File: config.mk
export PLATFORM = sky130hd
export DESIGN_NAME = keypad_scan_deb
export DESIGN_NICKNAME = d
export VERILOG_FILES = /design/src/rtl/keypad_scan_deb.sv
export SDC_FILE = /design/constraint.sdc
export NUM_CORES = 1
export LEC_CHECK = 0
export CELL_PAD_IN_SITES_DETAIL_PLACEMENT = 0
export CELL_PAD_IN_SITES_GLOBAL_PLACEMENT = 1
export CORE_MARGIN = 4
export CORE_UTILIZATION = 49
export DETAILED_ROUTE_END_ITERATION = 8
export DONT_BUFFER_PORTS = 1
export PLACE_DENSITY_LB_ADDON = 0.1
export SYNTH_ARGS = -nofsm -noshare
export SYNTH_HDL_FRONTEND = slang
export SYNTH_SLANG_ARGS = --single-unit
File: constraint.sdc
create_clock -name clk -period 2.87 [get_ports clk]
set_input_delay 0.574 -clock clk [delete_from_list [all_inputs] [get_ports clk]]
set_output_delay 0.574 -clock clk [all_outputs]
set_load 0.02 [all_outputs]
File: src/rtl/keypad_scan_deb.sv
// Matrix keypad scanner: one-hot column strobe, row synchroniser, debounce, ghost-key
// rejection and a valid/ready key-event output. Define KEY_RELEASE_EVT_EN to also report releases.
module keypad_scan_deb #(
    parameter int ROWS     = 4,
    parameter int COLS     = 4,
    parameter int SCAN_DIV = 4,
    parameter int DEB_CNT  = 3,
    parameter int CODE_W   = ($clog2(ROWS*COLS) < 1) ? 1 : $clog2(ROWS*COLS)
) (
    input  logic              clk,
    input  logic              reset,
    input  logic [ROWS-1:0]   row,
    output logic [COLS-1:0]   col,
    output logic [CODE_W-1:0] key_code,
    output logic              key_valid,
    input  logic              key_ready,
    output logic              key_held,
`ifdef KEY_RELEASE_EVT_EN
    output logic              key_release,
`endif
    output logic              multi_key
);

    localparam int DW    = $clog2(SCAN_DIV);
    localparam int DEB_W = 4;

    typedef enum logic [1:0] {SCAN, DEBOUNCE, REPORT, HELD} state_t;

    state_t            state, state_nxt;
    logic [ROWS-1:0]   row_meta, rs, cand_row, cand_row_nxt;
    logic [DW-1:0]     dwell, dwell_nxt;
    logic [DEB_W-1:0]  deb, deb_nxt;
    logic [COLS-1:0]   col_nxt, col_rot;
    logic [CODE_W-1:0] key_code_nxt, cap_code;
    logic              key_valid_nxt, key_held_nxt, multi_key_nxt;
    logic              sample, rs_one, rs_multi, deb_done;
    int                row_idx, col_idx;
`ifdef KEY_RELEASE_EVT_EN
    logic              key_release_nxt;
`endif

    assign sample   = (dwell == DW'(SCAN_DIV - 1));
    assign rs_one   = (rs != '0) && ((rs & (rs - ROWS'(1))) == '0);
    assign rs_multi = (rs != '0) && !rs_one;
    assign col_rot  = {col[COLS-2:0], col[COLS-1]};
    assign deb_done = (deb == DEB_W'(DEB_CNT - 1));

    // Binary code of the single row bit currently seen and the column being driven.
    always_comb begin
        row_idx = 0;
        col_idx = 0;
        for (int i = 0; i < ROWS; i++) if (rs[i]) row_idx = i;
        for (int j = 0; j < COLS; j++) if (col[j]) col_idx = j;
        cap_code = CODE_W'(row_idx * COLS + col_idx);
    end

    always_comb begin
        // NOTE: every output of this block gets a default first so no path can infer a latch.
        state_nxt     = state;
        dwell_nxt     = dwell;
        deb_nxt       = deb;
        col_nxt       = col;
        cand_row_nxt  = cand_row;
        key_code_nxt  = key_code;
        key_valid_nxt = key_valid;
        key_held_nxt  = key_held;
        multi_key_nxt = 1'b0;
`ifdef KEY_RELEASE_EVT_EN
        key_release_nxt = key_release;
`endif
        if (state != REPORT) dwell_nxt = sample ? '0 : dwell + DW'(1);

        case (state)
            SCAN: if (sample) begin
                if (rs == '0) begin
                    col_nxt = col_rot;
                end else if (rs_one) begin
                    cand_row_nxt = rs;
                    key_code_nxt = cap_code;
                    if (DEB_CNT == 1) begin
                        state_nxt     = REPORT;
                        key_valid_nxt = 1'b1;
                        deb_nxt       = '0;
                    end else begin
                        state_nxt = DEBOUNCE;
                        deb_nxt   = DEB_W'(1);
                    end
                end else begin
                    multi_key_nxt = 1'b1;
                    col_nxt       = col_rot;
                end
            end
            DEBOUNCE: if (sample) begin
                multi_key_nxt = rs_multi;
                if (rs == cand_row) begin
                    if (deb_done) begin
                        state_nxt     = REPORT;
                        key_valid_nxt = 1'b1;
                        deb_nxt       = '0;
                    end else begin
                        deb_nxt = deb + DEB_W'(1);
                    end
                end else begin
                    deb_nxt   = '0;
                    col_nxt   = col_rot;
                    state_nxt = SCAN;
                end
            end
            REPORT: if (key_ready) begin
                key_valid_nxt = 1'b0;
                deb_nxt       = '0;
`ifdef KEY_RELEASE_EVT_EN
                if (key_release) begin
                    key_release_nxt = 1'b0;
                    col_nxt         = col_rot;
                    state_nxt       = SCAN;
                end else begin
                    key_held_nxt = 1'b1;
                    state_nxt    = HELD;
                end
`else
                key_held_nxt = 1'b1;
                state_nxt    = HELD;
`endif
            end
            HELD: if (sample) begin
                // Only the accepted key's row matters; other keys in this column are ignored.
                if ((rs & cand_row) == '0) begin
                    if (deb_done) begin
                        key_held_nxt = 1'b0;
                        deb_nxt      = '0;
`ifdef KEY_RELEASE_EVT_EN
                        key_valid_nxt   = 1'b1;
                        key_release_nxt = 1'b1;
                        state_nxt       = REPORT;
`else
                        col_nxt   = col_rot;
                        state_nxt = SCAN;
`endif
                    end else begin
                        deb_nxt = deb + DEB_W'(1);
                    end
                end else begin
                    deb_nxt = '0;
                end
            end
            default: begin
                state_nxt     = SCAN;
                col_nxt       = COLS'(1);
                dwell_nxt     = '0;
                deb_nxt       = '0;
                key_valid_nxt = 1'b0;
                key_held_nxt  = 1'b0;
            end
        endcase
    end

    always_ff @(posedge clk or negedge reset) begin
        if (!reset) begin
            state     <= SCAN;
            row_meta  <= '0;
            rs        <= '0;
            dwell     <= '0;
            deb       <= '0;
            col       <= COLS'(1);
            cand_row  <= '0;
            key_code  <= '0;
            key_valid <= 1'b0;
            key_held  <= 1'b0;
            multi_key <= 1'b0;
`ifdef KEY_RELEASE_EVT_EN
            key_release <= 1'b0;
`endif
        end else begin
            // NOTE: non-blocking assignments so every flop samples the pre-edge values.
            row_meta  <= row;
            rs        <= row_meta;
            state     <= state_nxt;
            dwell     <= dwell_nxt;
            deb       <= deb_nxt;
            col       <= col_nxt;
            cand_row  <= cand_row_nxt;
            key_code  <= key_code_nxt;
            key_valid <= key_valid_nxt;
            key_held  <= key_held_nxt;
            multi_key <= multi_key_nxt;
`ifdef KEY_RELEASE_EVT_EN
            key_release <= key_release_nxt;
`endif
        end
    end

endmodule

==> summary.txt, run 1 <==
Outcome
  • Status: completed

Floorplan
  • Die X: 62.0 um
  • Area of the core: 2780 sq um
  • Initial core utilization: 51.5%
  • Die area: 3850 sq um
  • IO Pins: 18
  • Die Y: 62.0 um
  • Site Rows: 19

Timing
  • Fin crit period: 2.31 ns
  • Relative slew slack: 70.9%
  • Hold slack: 0.0353 ns
  • Final Hold Vio Count: 0
  • Tightest Pin Transition: 0.436 ns
  • Max Freq: 433 MHz
  • Final setup viols: 0
  • Unrepaired setup endpoints after global routing: no
  • Post-route setup TNS: 0 ns
  • Worst-case clock skew: 0.00707 ns
  • Final period util: 80.4%
  • Max-slew violation count: 0

GRT
  • Largest net degree at the start of global routing: 31
  • First-pass GRT wire length: 4270 um
  • Initial antenna violation count: 0
  • GR Overflow Total: 0
  • Met1 usage: 19.7%
  • Total Routing Usage GR: 16.1%
  • Met2 layer usage reported by global route: 23.4%
  • Busiest layer in global routing: met2
  • Vias in the first global route: 932
  • GR Util met3: 8.06%

Logic synthesis
  • Post-synthesis register bit count: 31
  • Gate Count Post-Synth: 118
  • Synth cell types: 37
  • Sequential element share of the synthesized area: 54.3%
  • Post-synth design cell area: 1430 sq um
  • Synth warn: 0
  • Synthesized area per cell: 12.1 sq um
  • Syn_nets: 132

Placed design
  • Detailed Place HPWL: 1700 um
  • GPL Wtd Cong: 0.751
  • Dpl cells: 147
  • Port Buf Inserts: 0

Detailed routing
  • Routed length per placed instance: 15.4 um
  • Final wirelength: 2400 um
  • Vias/cell: 5.78
  • Pre-antenna DRT Iters: 4
  • Final ANT Viol Nets: 0
  • Drt drc: 0
  • DRT iter0 DRCs: 24
  • Vias: 902

Flow run
  • # Max-Cap Violations: 0

CTS
  • CTS tree: yes
  • Clock Latency Late Sink: 0.34 ns
  • Post-CTS Hold Fix Bufs: 1
  • Num CTS Buffers: 5
  • H-tree depth: 2
  • Maximum clock path buffer count: 2
  • Clk sinks: 31
  • PostCTS Resize Cnt: 0
  • Setup repair bufs after CTS: 0
  • Clk slew on worst S/H paths: 0.10 ns
  • Root Buffer: clkbuf_4

Worst setup path
  • Setup crit start kind: flip-flop
  • Worst-case reg-to-reg path depth: 6
  • Critical Setup Path Class: flip-flop to flip-flop
  • Critical path required time: 3.13 ns
  • Critical R2R Launch: rs[1]$_DFF_PN0_
  • WP data arrival: 2.57 ns
  • Worst R2R Setup Slack: 0.56 ns
  • R2R Path End: deb[3]$_DFFE_PN0P_
  • Crit path max fanout: 7
  • Worst Setup End Kind: flip-flop

Final layout
  • Storage cell area: 777 sq um
  • # diodes: 0
  • Area of the multi-input gates: 617 sq um
  • Fill count: 256
  • Nets: 138
  • Share of layout cells above drive strength 1: 24.8%
  • Area growth from synthesis to layout: 9.09%
  • Final Non-Filler Cells: 156

Power
  • Peak VDD IR: 0.487 mV
  • Pwr/cell area: 776 nW/um^2
  • Leak Pwr: 0.721 nW
  • Tot Pwr: 0.00121 W

Min path
  • Min-Delay Path Class: input pin to async pin
==> critical path, cell delays in order (launching register included) <==
cell      delay (ns)
dfrtp_1         0.47
ha_1            0.32
nor4_1          0.29
nand2_1         0.20
a211o_1         0.39
or4_1           0.47
o211ai_1        0.09
==> report_power, final <==
part	internal [W]	total, W	switching (W)
sequential	0.000507	0.000586	0.0000788
combinational	0.000130	0.000267	0.000136
clock	0.000206	0.000360	0.000154
total	0.000843	0.00121	0.000369
==> registers in the layout, indices dropped and copies added (netlist names), named ones only <==
signal / count
state: 1
dwell: 2
deb: 4
cand_row: 4
key_held: 1
rs: 4
key_valid: 1
col: 4
multi_key: 1
key_code: 4
row_meta: 4
==> cells by family after synthesis <==
kind of cell	after synthesis	synth area share, %
simple gates	32	13.1
flops	31	54.3
compound gates	24	12.0
mux	13	9.97
buf+inv	8	2.62
fa+ha+maj	8	6.82
xor+xnor	2	1.22
==> cell usage in the layout, fill, tap and decap left out, types with 2 or more instances in the layout <==
master     n
a21o_1     2
mux2i_1    3
ha_1       7
nor3_1     2
a211oi_1   2
dfrtp_1   30
mux2_2    10
a22o_2     2
clkbuf_4   5
xor2_1     2
o21ai_0    3
nand3_1    3
nor2_1     6
nand2_1    9
o21bai_1   2
a21oi_1    7
inv_1      6
==> final cells by class <==
cell class,instances,area share (%)
Clock buffer,6,3.29
Clock inverter,2,2.24
Inverter,6,1.44
Multi-Input combinational cell,79,39.5
Sequential cell,31,49.8
Tap cell,31,2.48
Timing Repair Buffer,1,1.28
==> synth_stat cells, drive strengths merged <==
master,n,area share [%]
dfrtp,30,52
mux2,10,7.9
nand2,10,2.8
a21oi,8,3.1
ha,7,6.1
inv,6,1.6
nor2,6,1.6
a211oi,3,1.9
mux2i,3,2.1
nand3,3,1.0
o21ai,3,1.0
a21o,2,1.0
a22o,2,1.4
and2b,2,1.1
buf,2,1.0
nor3,2,0.70
nor4,2,1.9
o21bai,2,1.0
xor2,2,1.2
a211o,1,0.61
and2,1,0.44
dfstp,1,1.8
maj3,1,0.70
nand2b,1,0.44
nor2b,1,0.61
nor3b,1,0.87
nor4b,1,0.61
o211ai,1,0.52
o221a,1,0.79
o31ai,1,0.52
or2,1,0.44
or4,1,0.52
==> per-layer routing <==
| metal | vias to the layer above | part of all wire, % |
|---|---|---|
| li1 | 432 | - |
| met4 | 0 | 2.7 |
| met5 | - | 0 |
| met1 | 439 | 44 |
| met3 | 6 | 8.1 |
| met2 | 25 | 45 |
==> through the flow <==
step                setup slack [ns]  instance area (sq um)  util (%)
floorplan                      0.770                   1430         -
finish                         0.561                   1560      56.1
global route                   0.396                   1560      56.1
global placement               0.632                   1460      52.3
detailed placement             0.552                   1460      52.3
CTS                            0.533                   1560      56.1
==> worst max-delay path by stage <==
stage / startpoint / end / slack [ns] / cells past startpoint
2_1_floorplan: rs[1]$_DFF_PN0_ / deb[3]$_DFFE_PN0P_ / 0.77 / 6
3_3_place_gp: rs[1]$_DFF_PN0_ / deb[3]$_DFFE_PN0P_ / 0.63 / 6
3_5_place_dp: rs[1]$_DFF_PN0_ / deb[3]$_DFFE_PN0P_ / 0.55 / 6
4_1_cts: rs[1]$_DFF_PN0_ / deb[3]$_DFFE_PN0P_ / 0.53 / 6
5_1_grt: rs[1]$_DFF_PN0_ / deb[3]$_DFFE_PN0P_ / 0.40 / 6
6_report: rs[1]$_DFF_PN0_ / deb[3]$_DFFE_PN0P_ / 0.56 / 6
(Power assumes the default switching activity.)
==> run 2: changes to the inputs <==
clock period = 2.2 ns   (was 2.87 ns; I/O delays follow)
==> run 2 against run 1 <==
Against the previous run:
- hold slack improved by 0.079 ns
- clock-buffer cell count fell by 1
- register-to-register slack got worse by 0.40 ns
- die area unchanged
- design area up 2.8%
- combinational power up 48%
- clock skew shrank 0.00090 ns
- sequential share of layout area shrank 1.4 points
- setup slack lost 0.40 ns
- via count up 5.5%
- clock power fell by 4%
- critical path type unchanged
==> summary.txt, run 2 (synthesis gave the netlist of run 1 again) <==
Final layout
  • Fill count: 257
  • Storage cell area: 777 sq um
  • Share of layout cells above drive strength 1: 29.3%
  • Area growth from synthesis to layout: 12.2%
  • Fin util: 57.7%
  • Area of the multi-input gates: 623 sq um
  • Nets: 146
  • Finished Cell Area: 1610 sq um
  • Most frequent cells in the layout: 30 x dfrtp_1, 10 x mux2_2, 9 x nand2_1
  • # diodes: 0
  • Commonest non-fill, non-tap cell in the layout: dfrtp_1
  • Final Non-Filler Cells: 164

Timing
  • Worst-case clock skew: 0.00617 ns
  • Tightest Pin Transition: 0.466 ns
  • Final period util: 92.6%
  • Hold slack: 0.114 ns
  • Max-slew violation count: 0
  • Unrepaired setup endpoints after global routing: no
  • Final Hold Vio Count: 0
  • Max Freq: 491 MHz
  • Post-route setup TNS: 0 ns
  • Final setup viols: 0
  • Relative slew slack: 69.0%
  • Fin crit period: 2.04 ns

Floorplan
  • Area of the core: 2780 sq um
  • IO Pins: 18
  • Initial core utilization: 51.5%
  • Die area: 3850 sq um
  • Die Y: 62.0 um
  • Site Rows: 19
  • Die X: 62.0 um

Worst setup path
  • Worst-case reg-to-reg path depth: 6
  • Worst R2R Setup Slack: 0.16 ns
  • Critical Setup Path Class: flip-flop to flip-flop
  • Crit path max fanout: 2
  • Worst Setup End Kind: flip-flop
  • Setup crit start kind: flip-flop
  • R2R Path End: deb[3]$_DFFE_PN0P_
  • WP data arrival: 2.30 ns
  • Critical R2R Launch: rs[1]$_DFF_PN0_
  • Critical path required time: 2.47 ns

GRT
  • First-pass GRT wire length: 4310 um
  • Total Routing Usage GR: 16.1%
  • Initial antenna violation count: 0
  • GR Overflow Total: 0
  • Vias in the first global route: 1013
  • Largest net degree at the start of global routing: 32

Power
  • Pwr/cell area: 935 nW/um^2
  • Leak Pwr: 0.738 nW
  • Peak VDD IR: 0.669 mV

CTS
  • Num CTS Buffers: 5
  • Maximum clock path buffer count: 2
  • Root Buffer: clkbuf_4
  • Clock Latency Late Sink: 0.34 ns
  • Clk slew on worst S/H paths: 0.10 ns
  • H-tree depth: 2
  • Clk sinks: 31
  • CTS tree: yes

Placed design
  • Dpl cells: 153
  • Port Buf Inserts: 0
  • Detailed Place HPWL: 1770 um
  • GPL Wtd Cong: 0.782
  • Post-DP Area: 1500 sq um

Detailed routing
  • Vias: 952
  • Pre-antenna DRT Iters: 4
  • Drt drc: 0
  • Routed length per placed instance: 14.8 um
  • Final wirelength: 2430 um
  • DRT iter0 DRCs: 25
  • Vias/cell: 5.80
  • Final ANT Viol Nets: 0

Min path
  • Min-Delay Path Class: input pin to flip-flop
  • Hold_sp: row[0]
  • Hold EP: row_meta[0]$_DFF_PN0_
  • Worst hold stages: 0

Flow run
  • # Max-Cap Violations: 0

Outcome
  • Status: completed
[run 2: cell count changes in the layout (fill, tap and decap cells not counted)]
| cell | change |
|---|---|
| buf_4 | +7 |
| bufinv_16 | -1 |
| clkbuf_8 | -1 |
| clkinv_2 | -1 |
| clkinvlp_4 | +2 |
| dlygate4sd3_1 | +1 |
| inv_6 | +1 |
| nor4_1 | -1 |
| nor4_2 | +1 |
[run 2: how the worst max path moves through the flow]
stage                         start  depth (start not counted)  slack (ns)            endpoint
floorplan           rs[1]$_DFF_PN0_                          6         0.1  deb[3]$_DFFE_PN0P_
global placement    rs[0]$_DFF_PN0_                          6        0.13  deb[3]$_DFFE_PN0P_
finish              rs[1]$_DFF_PN0_                          6        0.16  deb[3]$_DFFE_PN0P_
CTS                 rs[0]$_DFF_PN0_                          6        0.04  deb[3]$_DFFE_PN0P_
detailed placement  rs[0]$_DFF_PN0_                          6        0.08  deb[3]$_DFFE_PN0P_
global route        rs[1]$_DFF_PN0_                          6        0.01  deb[3]$_DFFE_PN0P_
[run 2: final cells by class]
| class | instances | share of cell area, % |
|---|---|---|
| Clock buffer | 5 | 2.34 |
| Clock inverter | 3 | 1.48 |
| Inverter | 6 | 1.40 |
| Multi-Input combinational cell | 79 | 38.8 |
| Sequential cell | 31 | 48.4 |
| Tap cell | 31 | 2.42 |
| Timing Repair Buffer | 9 | 5.14 |
[run 2: layer usage]
| layer | vias up | part of all wire, % | track usage, % |
|---|---|---|---|
| li1 | 453 | - | - |
| met1 | 468 | 44 | 19.2 |
| met2 | 23 | 46 | 24.9 |
| met3 | 8 | 5.8 | 5.79 |
| met4 | 0 | 3.2 | 10.0 |
| met5 | - | 0 | 0 |
[run 2: critical path, stage by stage (launching register included)]
cell and delay [ns]:
dfrtp_1 0.40, ha_1 0.31, nor4_2 0.28, nand2_1 0.11
a211o_1 0.31, or4_1 0.47, o211ai_1 0.09
[run 2: where the power goes]
group / total (W) / switching (W) / internal [W]
combinational: 0.000396 / 0.000195 / 0.000200
sequential: 0.000760 / 0.0000993 / 0.000661
clock: 0.000344 / 0.000217 / 0.000128
total: 0.00150 / 0.000512 / 0.000989
[run 2: timing repair]
action,CTS,global route
buffers inserted,0,1
setup endpoints to repair,0,5
gates resized for setup,0,1
hold endpoints to repair,31,0
hold buffers,2,0
[run 2: metrics by stage]
step / power (W) / worst slack (ns)
final: 0.00150 / 0.162
after global placement: 0.00113 / 0.125
after CTS: 0.00151 / 0.0449
after global routing: 0.00162 / 0.00960
after floorplan: 0.00105 / 0.0996
after detailed placement: 0.00115 / 0.0833
